===== config.mk =====
export PLATFORM = sky130hd
export DESIGN_NAME = uart_rx
export DESIGN_NICKNAME = d
export VERILOG_FILES = /design/src/rtl/uart_rx.sv
export SDC_FILE = /design/constraint.sdc
export NUM_CORES = 1
export LEC_CHECK = 0
export ABC_CLOCK_PERIOD_IN_PS = 1400
export CORE_UTILIZATION = 40
export CTS_CLUSTER_SIZE = 20
export DETAILED_ROUTE_END_ITERATION = 10
export PLACE_DENSITY = 0.63
export RECOVER_POWER = 100
export SKIP_CTS_REPAIR_TIMING = 1
export SYNTH_ARGS = -nofsm -noshare
export SYNTH_HDL_FRONTEND = slang
export SYNTH_SLANG_ARGS = --single-unit

===== constraint.sdc =====
create_clock -name uart_clk -period 1.4 [get_ports uart_clk]
set_input_delay 0.28 -clock uart_clk [delete_from_list [all_inputs] [get_ports uart_clk]]
set_output_delay 0.28 -clock uart_clk [all_outputs]
set_load 0.01 [all_outputs]

===== src/rtl/uart_rx.sv =====
// uart_rx: 8N1 UART receiver, 16x oversampled on the shared baud_tick,
// with a valid/ready output and framing-error/overrun pulses.
// Optional build macro UART_RX_MAJORITY_EN: when defined, each sample point
// takes a 2-of-3 majority over the current and two previous baud ticks.
module uart_rx #(
    parameter int DATA_WIDTH  = 8,
    parameter int SYNC_STAGES = 2
) (
    input  logic                  uart_clk,
    input  logic                  rst_n,
    input  logic                  baud_tick,
    input  logic                  rx_serial,
    output logic [DATA_WIDTH-1:0] rx_data,
    output logic                  rx_valid,
    input  logic                  rx_ready,
    output logic                  rx_frame_err,
    output logic                  rx_overrun,
    output logic                  rx_active
);

    localparam int BW = $clog2(DATA_WIDTH);

    typedef enum logic [1:0] {
        IDLE,
        START,
        DATA,
        STOP
    } state_t;

    state_t                  state;
    state_t                  state_nxt;
    logic [SYNC_STAGES-1:0]  sync;
    logic                    rx_s;
    logic                    sample;
    logic                    armed;
    logic                    armed_nxt;
    logic [3:0]              os_cnt;
    logic [3:0]              os_nxt;
    logic [BW-1:0]           bit_cnt;
    logic [BW-1:0]           bit_nxt;
    logic [DATA_WIDTH-1:0]   shift_reg;
    logic [DATA_WIDTH-1:0]   shift_nxt;
    logic                    word_done;
    logic                    frame_bad;

    // Bring the asynchronous serial line into the clock domain; idles HIGH.
    always_ff @(posedge uart_clk) begin
        if (!rst_n) sync <= '1;
        else        sync <= {sync[SYNC_STAGES-2:0], rx_serial};
    end

    assign rx_s = sync[SYNC_STAGES-1];

`ifdef UART_RX_MAJORITY_EN
    logic [1:0] hist;

    // Keep the two previous tick samples so a sample point can out-vote a spike.
    always_ff @(posedge uart_clk) begin
        if (!rst_n)         hist <= '1;
        else if (baud_tick) hist <= {hist[0], rx_s};
    end

    assign sample = (rx_s & hist[0]) | (rx_s & hist[1]) | (hist[0] & hist[1]);
`else
    assign sample = rx_s;
`endif

    // Frame sequencing: decide next state, counters and shifter on each baud tick.
    always_comb begin
        state_nxt = state;
        armed_nxt = armed;
        os_nxt    = os_cnt;
        bit_nxt   = bit_cnt;
        shift_nxt = shift_reg;
        word_done = 1'b0;
        frame_bad = 1'b0;
        if (baud_tick) begin
            case (state)
                IDLE: begin
                    if (rx_s) begin
                        armed_nxt = 1'b1;
                    end else if (armed) begin
                        state_nxt = START;
                        os_nxt    = 4'd0;
                        armed_nxt = 1'b0;
                    end
                end
                START: begin
                    os_nxt = os_cnt + 4'd1;
                    if (os_cnt == 4'd7) begin
                        if (!sample) begin
                            state_nxt = DATA;
                            os_nxt    = 4'd0;
                            bit_nxt   = '0;
                        end else begin
                            state_nxt = IDLE;
                        end
                    end
                end
                DATA: begin
                    os_nxt = os_cnt + 4'd1;
                    if (os_cnt == 4'd15) begin
                        shift_nxt = {sample, shift_reg[DATA_WIDTH-1:1]};
                        if (bit_cnt == BW'(DATA_WIDTH - 1)) begin
                            state_nxt = STOP;
                            os_nxt    = 4'd0;
                            bit_nxt   = '0;
                        end else begin
                            bit_nxt = bit_cnt + 1'b1;
                        end
                    end
                end
                STOP: begin
                    os_nxt = os_cnt + 4'd1;
                    if (os_cnt == 4'd15) begin
                        state_nxt = IDLE;
                        if (sample) word_done = 1'b1;
                        else        frame_bad = 1'b1;
                    end
                end
                default: begin
                    state_nxt = IDLE;
                end
            endcase
        end
    end

    // Register the sequencing state; reset aborts any frame in flight.
    always_ff @(posedge uart_clk) begin
        if (!rst_n) begin
            state     <= IDLE;
            armed     <= 1'b0;
            os_cnt    <= 4'd0;
            bit_cnt   <= '0;
            shift_reg <= '0;
        end else begin
            state     <= state_nxt;
            armed     <= armed_nxt;
            os_cnt    <= os_nxt;
            bit_cnt   <= bit_nxt;
            shift_reg <= shift_nxt;
        end
    end

    // Output holding register, consumer handshake and one-cycle status pulses.
    always_ff @(posedge uart_clk) begin
        if (!rst_n) begin
            rx_data      <= '0;
            rx_valid     <= 1'b0;
            rx_frame_err <= 1'b0;
            rx_overrun   <= 1'b0;
        end else begin
            rx_frame_err <= frame_bad;
            rx_overrun   <= 1'b0;
            if (word_done) begin
                if (!rx_valid || rx_ready) begin
                    rx_data  <= shift_reg;
                    rx_valid <= 1'b1;
                end else begin
                    rx_overrun <= 1'b1;
                end
            end else if (rx_valid && rx_ready) begin
                rx_valid <= 1'b0;
            end
        end
    end

    assign rx_active = (state != IDLE);

endmodule


==> impl_results.md, run 1 <==
* Maximum number of buffers from clock root to sink at 2
* Residual DRC at 0
* DR vias at 1146
* Largest net degree at the start of global routing at 17
* Effective utilization at floorplan at ~44%
* Achievable Freq at 0.719 GHz
* Wire length of the first global-routing pass at 4750 µm
* Sum of net half-perimeters after detailed placement at 1980 µm
* Total inserted antenna cells at 0
* Library cell occupying the most area in the post-synthesis netlist: dfxtp_1
* Synthesized Nets at 149
* CP required at 1.67 ns
* Total iterations of the first detailed-routing run at 4
* Worst EP arrival at 1.66 ns
* Share of synthesized area occupied by flip-flops and latches at between 40 and 50%
* Worst-margin pin slew at approximately 0.38 ns
* Synth Area in Compound Gates at 12.3%
* Critical path type: flop to flop
* Post-detailed-route wirelength per cell at 13.2 µm
* Standard-cell row count at 20
* Flip-flop and latch count after synthesis at 31
* Number of top-level pins at 17
* GPL Wtd Cong at 0.739
* Unrepaired setup endpoints after global routing: yes
* Max-Cap Viols at 0
* Number of DRC markers in iteration 0 at 68
* Vias in the first global route at 1106
* Mapped Avg Cell Area at a little under 10 µm²
* Number of I/O port buffers at 16
* Number of H-tree levels at 2
* Number of enable flip-flop cells after synthesis at 0
* Number of max-slew violations in the final report at 0
* Layout fillers at just under 300
* Most used flip-flop cell after synthesis: dfxtp_1
* Final worst slack at a little under 0.01 ns
* Share of synthesized registers carrying an async set or reset at 0%
* Number of buffers inserted during clock tree synthesis at 5
* Worst hold stages at 1
* Gate Count Post-Synth at 141
* Gr usage total at 17.6%
* Vertical die dimension at ~61 µm
* Clock tree from TritonCTS: yes
* Outcome: completed
* Class of the most critical hold timing path: flop to flop
* Residual antenna-violating net count after detailed routing at 0
* Post-route clock period utilization at 99.3%
* Unique cell type count in the Yosys netlist at 41
* Kind of start point of the critical path: flop
* Post-synthesis cell area at 1380 µm²
* Post-layout power at 1.46 mW
* Minimum setup slack among reg-to-reg paths at ~0.0096 ns
* Hold slack final at 0.413 ns
* Crit path max fanout at 8
* Die footprint at 3690 µm²
* Top post-synthesis cells by area: dfxtp_1, mux2i_1, nor2b_1
* Worst r2r dst: rx_data[0]
* Number of endpoints failing setup at the final stage at 0
* Share of synthesized cell area in full adder, half adder and majority cells at 2.72%
* Fraction of layout cells with a size suffix above 1 at 32.2%
* Net count of the finished layout at 187
* Setup clock skew after layout at 0.00674 ns
* TritonCTS sink count at 31
* Chip width at 60.7 µm
* Worst hold path endpoint: sync[1]
* Hold violation count in the final report at 0
* GRT overflow at 0
* Area fraction of the dominant cell type after synthesis at 45.0%
* Area of the core at about 3200 µm²
* Time the worst path needs with I/O delays and setup at 1.39 ns
* Largest family of logic cells by synthesized area: simple AND/OR/NAND/NOR gates
* Clock Pin Slew Worst Setup and Hold Paths at 0.10 ns
* Number of warnings reported in the yosys synthesis log at 0
* Worst r2r src: os_cnt[0]
* VDD IR-drop max at ~600 µV
* Initial antenna violation count at 0
* Worst slack, placed at -0.366 ns
* Share of the core filled with cells at 61.4%
* Detail-routed via count per cell at 5.12
* Relative area change from synthesis to final layout at 40.4%
* Type of destination of the critical path: flop
* Slew HR at 74.5%
* FF-to-FF path depth at 8
* Routed wire length at slightly below 3000 µm
* Root buffer cell: clkbuf_4
* Cell Pwr Density at 754 nW/µm²
* Post-Synth XOR/XNOR Area at 0.635%
* Leakage power at 0.701 nW
* Clock latency on the worst-skew pair at 0.33 ns
* Portion of netlist area occupied by mux cells at a little under 9%
* Simple-gate portion of the synthesized area at 26.0%
* Startpoint of the lowest-slack hold path: sync[0]
## worst max path at each step
stage | startpoint | to | slack, ns | cells after the start
after floorplan | os_cnt[0] | shift_reg[0] | 0.02 | 6
after global placement | baud_tick | shift_reg[4] | -0.31 | 5
after detailed placement | baud_tick | shift_reg[6] | -0.37 | 5
after CTS | state[0] | rx_active | -0.33 | 3
after global routing | os_cnt[0] | rx_data[4] | -0.07 | 8
final | os_cnt[0] | rx_data[0] | 0.01 | 8
## cell usage in the layout, fill, tap and decap left out, types with 3 or more instances in the layout
master / count
nand2_1: 13
nor2b_1: 15
o21ai_0: 3
clkbuf_4: 5
dfxtp_1: 24
clkdlybuf4s25_1: 11
nand3_2: 5
mux2i_1: 12
nand3_1: 4
clkdlybuf4s50_1: 3
buf_4: 21
o21ai_1: 9
dfxtp_2: 5
## cells in the mapped netlist, drive strengths merged (2+ instances only)
master / instances
and3b: 2
nor4b: 2
nor4: 2
ha: 3
nand3: 10
o21ai: 13
clkbuf: 4
nor2: 2
a21boi: 3
buf: 5
inv: 2
nor3b: 2
dfxtp: 31
nand2: 13
nand2b: 2
mux2i: 12
nor2b: 15
## kinds of logic (layout without fill, tap and decap cells)
kind of cell,after synthesis,in the layout
fa+ha+maj,3,3
simple gates,57,57
mux,12,12
flops,31,31
compound gates,26,26
buf+inv,11,50
xor+xnor,1,1
## cell type report
class                      count  area, µm²  share of cell area, %
inverter                       2       7.51                  0.388
timing repair buffer          40        388                   20.0
clock buffer                   7       45.0                   2.33
multi-input combinational     99        801                   41.4
tap                           44       55.1                   2.84
sequential                    31        634                   32.8
clock inverter                 1       5.00                  0.259
## stage by stage
step           cell area [µm²]  setup TNS [ns]  cells
3_3_place_gp              1730           -6.64    212
5_1_grt                   1940          -0.771    224
6_report                  1940               0    224
3_5_place_dp              1730           -7.98    212
2_1_floorplan             1390               0    141
4_1_cts                   1780           -1.85    220
## per-layer routing
layer,vias to the layer above,GRT usage (%),wire length (µm)
li1,572,-,-
met1,552,21.4,1380
met2,15,28.7,1430
met3,7,6.40,94
met4,0,6.17,42
met5,-,0,0
## power by group
| part | leakage, nW | total [mW] | internal (mW) | switching [mW] |
|---|---|---|---|---|
| logic | 0.418 | 0.0738 | 0.0398 | 0.0340 |
| registers | 0.254 | 0.891 | 0.885 | 0.00590 |
| clock network | 0.0293 | 0.495 | 0.195 | 0.299 |
| total | 0.701 | 1.46 | 1.12 | 0.339 |
## worst max-delay path, stage by stage, from the launching register on
cell and delay, ns:
dfxtp_2 0.36, ha_4 0.17, nand3_4 0.08, buf_12 0.14, nor4_4 0.11, buf_4 0.18
clkbuf_16 0.15, nand3_2 0.07, o21ai_1 0.07
Note: power is estimated with default switching activity, not from simulation.
==> inputs of run 2 (changes only) <==
--- a/config.mk
+++ b/config.mk
@@ -6,6 +6,7 @@
 export NUM_CORES = 1
 export LEC_CHECK = 0
 export ABC_CLOCK_PERIOD_IN_PS = 1400
+export CORE_MARGIN = 3
 export CORE_UTILIZATION = 40
 export CTS_CLUSTER_SIZE = 20
 export DETAILED_ROUTE_END_ITERATION = 10
==> run 2 against run 1 <==
Effect of this change: the flow now finishes with violations (setup timing); sequential power hardly changed; fmax is 2.6% lower; die area is 14% higher; largest power group unchanged; critical endpoint is now rx_data[2]; critical path depth stayed put; count of clock-buffer cells in the layout is 1 higher; clock power is 23% higher; flip-flop and latch count stayed put; hold slack better by 0.0023 ns; global-route usage is 1.7 points lower; final area is 1.7% higher; clock skew is 0.0026 ns higher; critical path type unchanged; via count is 0.52% higher; highest routed layer unchanged.
==> impl_results.md, run 2 (same netlist as run 1, synthesis figures left out) <==
* Outcome: complete, but fails checks
* Failing checks: setup timing
* Type of destination of the critical path: flop
* Number of H-tree levels at 2
* Residual DRC at 0
* Worst EP arrival at between 1.5 and 2 ns
* Crit path max fanout at 8
* Worst hold path endpoint: sync[1]
* Worst path buffer plus inverter count at 3
* FF-to-FF path depth at 8
* Area of the core at about 3200 µm²
* Max-Cap Viols at 0
* Detail-routed via count per cell at 5.10
* Post-route clock period utilization at 102%
* Delay contributed by the slowest stage of the critical path at 0.37 ns
* Minimum setup slack among reg-to-reg paths at -0.03 ns
* Clock Pin Slew Worst Setup and Hold Paths at 0.10 ns
* Initial antenna violation count at 0
* Vertical die dimension at 64.7 µm
* Proportion of total power due to net switching at 22.4%
* Ordered list of cells on the worst path: ha_4 > nand3_4 > buf_12 > nor4_4 > buf_4 > buf_12 > nand3_1 > o21ai_1
* Setup clock skew after layout at 0.00936 ns
* VDD IR-drop max at 495 µV
* Combinational Power Share at under 10%
* Number of standard cells in the layout, taps in and fillers out at about 230
* Leakage power at 0.936 nW
* Number of I/O port buffers at 16
* Post-layout power at 1.58 mW
* Number of DRC markers in iteration 0 at 38
* Residual antenna-violating net count after detailed routing at 0
* Time the worst path needs with I/O delays and setup at 1.43 ns
* Register share of total power at 56.6%
* DR vias at 1152
* Worst hold stages at 1
* Vias in the first global route at roughly 1200
* Root buffer cell: clkbuf_4
* Startpoint of the lowest-slack hold path: sync[0]
* Top Family by Delay on Critical Path: buffers and inverters
* Slew HR at between 70 and 80%
* Gr usage total at 15.9%
* Clock tree from TritonCTS: yes
* Fraction of layout cells with a size suffix above 1 at 32.4%
* GPL Wtd Cong at between 0.7 and 0.8
* CP required at 1.67 ns
* Largest net degree at the start of global routing at 23
* Total inserted antenna cells at 0
* Maximum number of buffers from clock root to sink at 2
* Worst slack, placed at -0.371 ns
* TritonCTS sink count at 31
* Number of buffers inserted during clock tree synthesis at 5
* Hold slack final at 0.415 ns
* Clock latency on the worst-skew pair at 0.33 ns
* Number of endpoints failing setup at the final stage at 9
* Standard-cell row count at 20
* Hold violation count in the final report at 0
* Worst r2r dst: rx_data[2]
* Wire length of the first global-routing pass at just over 5000 µm
* Final worst slack at -0.0282 ns
* Most common library cell in the layout ignoring fill and taps: dfxtp_1
* Switching power total at 0.353 mW
* Relative area change from synthesis to final layout at 42.8%
* Share of the core filled with cells at 62.0%
* Post-detailed-route wirelength per cell at 14.0 µm
* Chip width at between 60 and 70 µm
* Cell Pwr Density at around 800 nW/µm²
* Internal power summed over all cells at 1.22 mW
* Number of top-level pins at 17
* Most Frequent Cell on Critical Path: buf_12
* Worst-margin pin slew at between 0.3 and 0.4 ns
* Routed wire length at between 3000 and 4000 µm
* Kind of start point of the critical path: flop
* Die footprint at 4190 µm²
* Cell Count Post-Placement at 215
* Number of max-slew violations in the final report at 0
* Achievable Freq at ~0.7 GHz
* GRT overflow at 0
* Total iterations of the first detailed-routing run at 4
* Sum of net half-perimeters after detailed placement at 2260 µm
* Class of the most critical hold timing path: flop to flop
* Crit path max-delay cell type: dfxtp_2
* Part of the total power dissipated in the clock network at 38.6%
* Net count of the finished layout at 189
* Most used cells in the layout excluding fill and tap cells: dfxtp_1, buf_4, nor2b_1
* Worst r2r src: os_cnt[1]
* Critical path type: flop to flop
* Effective utilization at floorplan at 43.4%
* Unrepaired setup endpoints after global routing: yes
==> run 2: cell types whose count changed in the layout (fill, tap and decap cells not counted), sizes merged <==
cell,previous run,this run
buf,23,25
clkbuf,8,9
clkdlybuf4s25,11,0
clkinv,1,0
dlymetal6s2s,2,13
==> run 2: worst max-delay path by stage <==
stage | startpoint | to | slack (ns) | cells after the start
floorplan | os_cnt[0] | shift_reg[0] | 0.02 | 6
global placement | baud_tick | shift_reg[4] | -0.32 | 5
detailed placement | baud_tick | bit_cnt[2] | -0.37 | 6
CTS | state[0] | rx_active | -0.36 | 3
global route | os_cnt[1] | rx_data[3] | -0.11 | 8
finish | os_cnt[1] | rx_data[2] | -0.03 | 8
==> run 2: layer usage <==
layer	up-vias	share of wire (%)	GRT usage [%]	routed length (µm)
li1	578	-	-	-
met1	541	43	17.3	1360
met2	21	52	27.7	1640
met3	12	2.5	5.20	79
met4	0	3.1	7.39	97
met5	-	0	0	0
==> run 2: power by group through the flow <==
stage	clock network (mW)	logic, mW	registers [mW]
5_1_grt	0.660	0.0822	0.894
6_report	0.608	0.0755	0.893
3_3_place_gp	0	0.0712	0.913
3_5_place_dp	0	0.0729	0.914
4_1_cts	0.613	0.0731	0.893
2_1_floorplan	0	0.0374	0.912
==> run 2: metrics by stage <==
stage / setup TNS [ns] / area (µm²)
6_report: -0.142 / 1970
5_1_grt: -1.26 / 1970
4_1_cts: -2.51 / 1820
3_5_place_dp: -8.11 / 1750
3_3_place_gp: -7.24 / 1750
2_1_floorplan: 0 / 1390
==> run 2: final cells by class <==
type                       count  area (µm²)
inverter                       2        7.51
sequential                    31         633
tap                           44        55.1
timing repair buffer          42         434
multi-input combinational     99         771
fill                         284        1210
clock buffer                   8        68.8
==> run 2: worst register-to-register path: stages (launching register included) <==
cell and delay, ns:
dfxtp_2 0.37, ha_4 0.18, nand3_4 0.09, buf_12 0.15
nor4_4 0.11, buf_4 0.18, buf_12 0.12, nand3_1 0.07
o21ai_1 0.08
==> inputs of run 3 (changes only) <==
--- a/config.mk
+++ b/config.mk
@@ -5,12 +5,12 @@
 export SDC_FILE = /design/constraint.sdc
 export NUM_CORES = 1
 export LEC_CHECK = 0
-export ABC_CLOCK_PERIOD_IN_PS = 1400
+export ABC_CLOCK_PERIOD_IN_PS = 1600
 export CORE_MARGIN = 3
 export CORE_UTILIZATION = 40
 export CTS_CLUSTER_SIZE = 20
 export DETAILED_ROUTE_END_ITERATION = 10
-export PLACE_DENSITY = 0.63
+export PLACE_DENSITY = 0.61
 export RECOVER_POWER = 100
 export SKIP_CTS_REPAIR_TIMING = 1
 export SYNTH_ARGS = -nofsm -noshare
==> constraint.sdc (replaced) <==
create_clock -name uart_clk -period 1.6 [get_ports uart_clk]
set_input_delay 0.32 -clock uart_clk [delete_from_list [all_inputs] [get_ports uart_clk]]
set_output_delay 0.32 -clock uart_clk [all_outputs]
set_load 0.01 [all_outputs]
==> run 3 against run 2 <==
Effect of this change: the flow now finishes without violations; critical path depth decreased by 7; power decreased by 13%; sequential power decreased by 12%; sequential share of layout area increased by 4.0 points; final cell count decreased by 6.6%; setup slack improved by 0.090 ns; critical endpoint is now rx_data[3]; largest cell class unchanged; count of clock-buffer cells in the layout decreased by 1; first-iteration DRC count increased by 24%; highest routed layer unchanged.
==> impl_results.md, run 3 (same netlist as run 1, synthesis figures left out) <==
* Final instance area at about 1700 µm²
* CP required at 1.28 ns
* Most used cells in the layout excluding fill and tap cells: dfxtp_1, nor2b_1, clkdlybuf4s50_1
* Max-Cap Viols at 0
* Post-route clock period utilization at 96.1%
* Total negative setup slack at 0 ns
* Critical path type: flop to output pin
* Clock tree from TritonCTS: yes
* Cell Pwr Density at around 800 nW/µm²
* Standard-cell row count at 20
* Net count of the finished layout at 174
* Initial antenna violation count at 0
* Number of standard cells in the layout, taps in and fillers out at 211
* Total inserted antenna cells at 0
* Kind of start point of the critical path: flop
* Area of the core at roughly 3200 µm²
* GRT overflow at 0
* Internal power summed over all cells at 1.06 mW
* Vias in the first global route at 1032
* Switching power total at 0.309 mW
* Hold slack final at a little over 0.4 ns
* Setup clock skew after layout at 0.00697 ns
* Routed wire length at around 2600 µm
* Die footprint at 4190 µm²
* Outcome: completed
* Number of I/O port buffers at 16
* Share of the core filled with cells at 54.2%
* VDD IR-drop max at 475 µV
* Wire length of the first global-routing pass at roughly 4500 µm
* Number of buffers inserted during clock tree synthesis at 5
* Crit path max fanout at 2
* Worst EP arrival at about 1.2 ns
* TritonCTS sink count at 31
* Delay contributed by the slowest stage of the critical path at roughly 0.54 ns
* Residual DRC at 0
* Crit path max-delay cell type: clkdlybuf4s50_1
* Largest net degree at the start of global routing at 27
* Detail-routed via count per cell at roughly 5.0
* Relative area change from synthesis to final layout at 24.9%
* Effective utilization at floorplan at 43.4%
* Register share of total power at 57.0%
* Type of destination of the critical path: output pin
* Layout fillers at 321
* Part of the total power dissipated in the clock network at around 39%
* DR vias at 1047
* Class of the most critical hold timing path: flop to flop
* Number of DRC markers in iteration 0 at 47
* Residual antenna-violating net count after detailed routing at 0
* Maximum number of buffers from clock root to sink at 2
* Total iterations of the first detailed-routing run at 4
* Minimum setup slack among reg-to-reg paths at 0.12 ns
* Most common library cell in the layout ignoring fill and taps: dfxtp_1
* Slew HR at approximately 72%
* Number of H-tree levels at 2
* Number of max-slew violations in the final report at 0
* Hold violation count in the final report at 0
* Number of top-level pins at 17
* Time the worst path needs with I/O delays and setup at ~1.5 ns
* Clock Pin Slew Worst Setup and Hold Paths at 0.10 ns
* Root buffer cell: clkbuf_4
* Vertical die dimension at 64.7 µm
* Fraction of layout cells with a size suffix above 1 at between 10% and 20%
* Total placed instance area at 1630 µm²
* Unrepaired setup endpoints after global routing: no
* GPL Wtd Cong at 0.742
* Combinational Power Share at under 10%
* Chip width at 64.7 µm
* Gr usage total at 14.0%
* Ordered list of cells on the worst path: clkdlybuf4s50_1
* Sum of net half-perimeters after detailed placement at approximately 1900 µm
* Leakage power at 0.637 nW
* Top Family by Delay on Critical Path: buffers and inverters
* Clock latency on the worst-skew pair at 0.33 ns
* Number of endpoints failing setup at the final stage at 0
* Cell Count Post-Placement at 203
* Proportion of total power due to net switching at 22.5%
* Worst-margin pin slew at 0.415 ns
* Worst path buffer plus inverter count at 1
* Achievable Freq at 0.650 GHz
* Post-detailed-route wirelength per cell at 12.4 µm
## run 3: changes by cell type in the layout (fill, tap and decap cells not counted), sizes merged
cell,before,now
buf,25,9
clkdlybuf4s50,3,14
clkinvlp,0,1
dlygate4sd3,0,1
dlymetal6s2s,13,1
## run 3: cell type report
class	count	area [µm²]	area share [%]
Timing Repair Buffer	27	253	14.7
Inverter	2	7.51	0.436
Clock inverter	1	7.51	0.436
Multi-Input combinational cell	99	711	41.3
Sequential cell	31	623	36.2
Clock buffer	7	65.1	3.78
Tap cell	44	55.1	3.20
## run 3: per-layer routing
metal | vias to the layer above | share of wire (%) | global-route usage [%]
li1 | 549 | - | -
met1 | 478 | 48 | 17.1
met2 | 15 | 46 | 22.0
met3 | 5 | 3.4 | 3.81
met4 | 0 | 2.0 | 7.92
met5 | - | 0 | 0
## run 3: per-stage QoR
stage          power [mW]  worst slack (ns)
5_1_grt              1.42           0.00691
3_5_place_dp        0.857            -0.195
2_1_floorplan       0.831             0.104
6_report             1.37            0.0621
4_1_cts              1.39            -0.199
3_3_place_gp        0.856            -0.172
## run 3: power by group through the flow
stage / sequential, mW / clock [mW] / combinational, mW
final: 0.782 / 0.534 / 0.0555
after global routing: 0.783 / 0.573 / 0.0616
after CTS: 0.782 / 0.546 / 0.0576
after detailed placement: 0.800 / 0 / 0.0572
after global placement: 0.799 / 0 / 0.0568
after floorplan: 0.798 / 0 / 0.0326
## run 3: worst paths after layout
kind                            startpoint    endpoint  cells after the start
worst min-delay path               sync[0]     sync[1]                      1
worst min register to register     sync[0]     sync[1]                      1
worst max register to register    state[0]  bit_cnt[0]                      5
worst max-delay path            rx_data[3]  rx_data[3]                      1
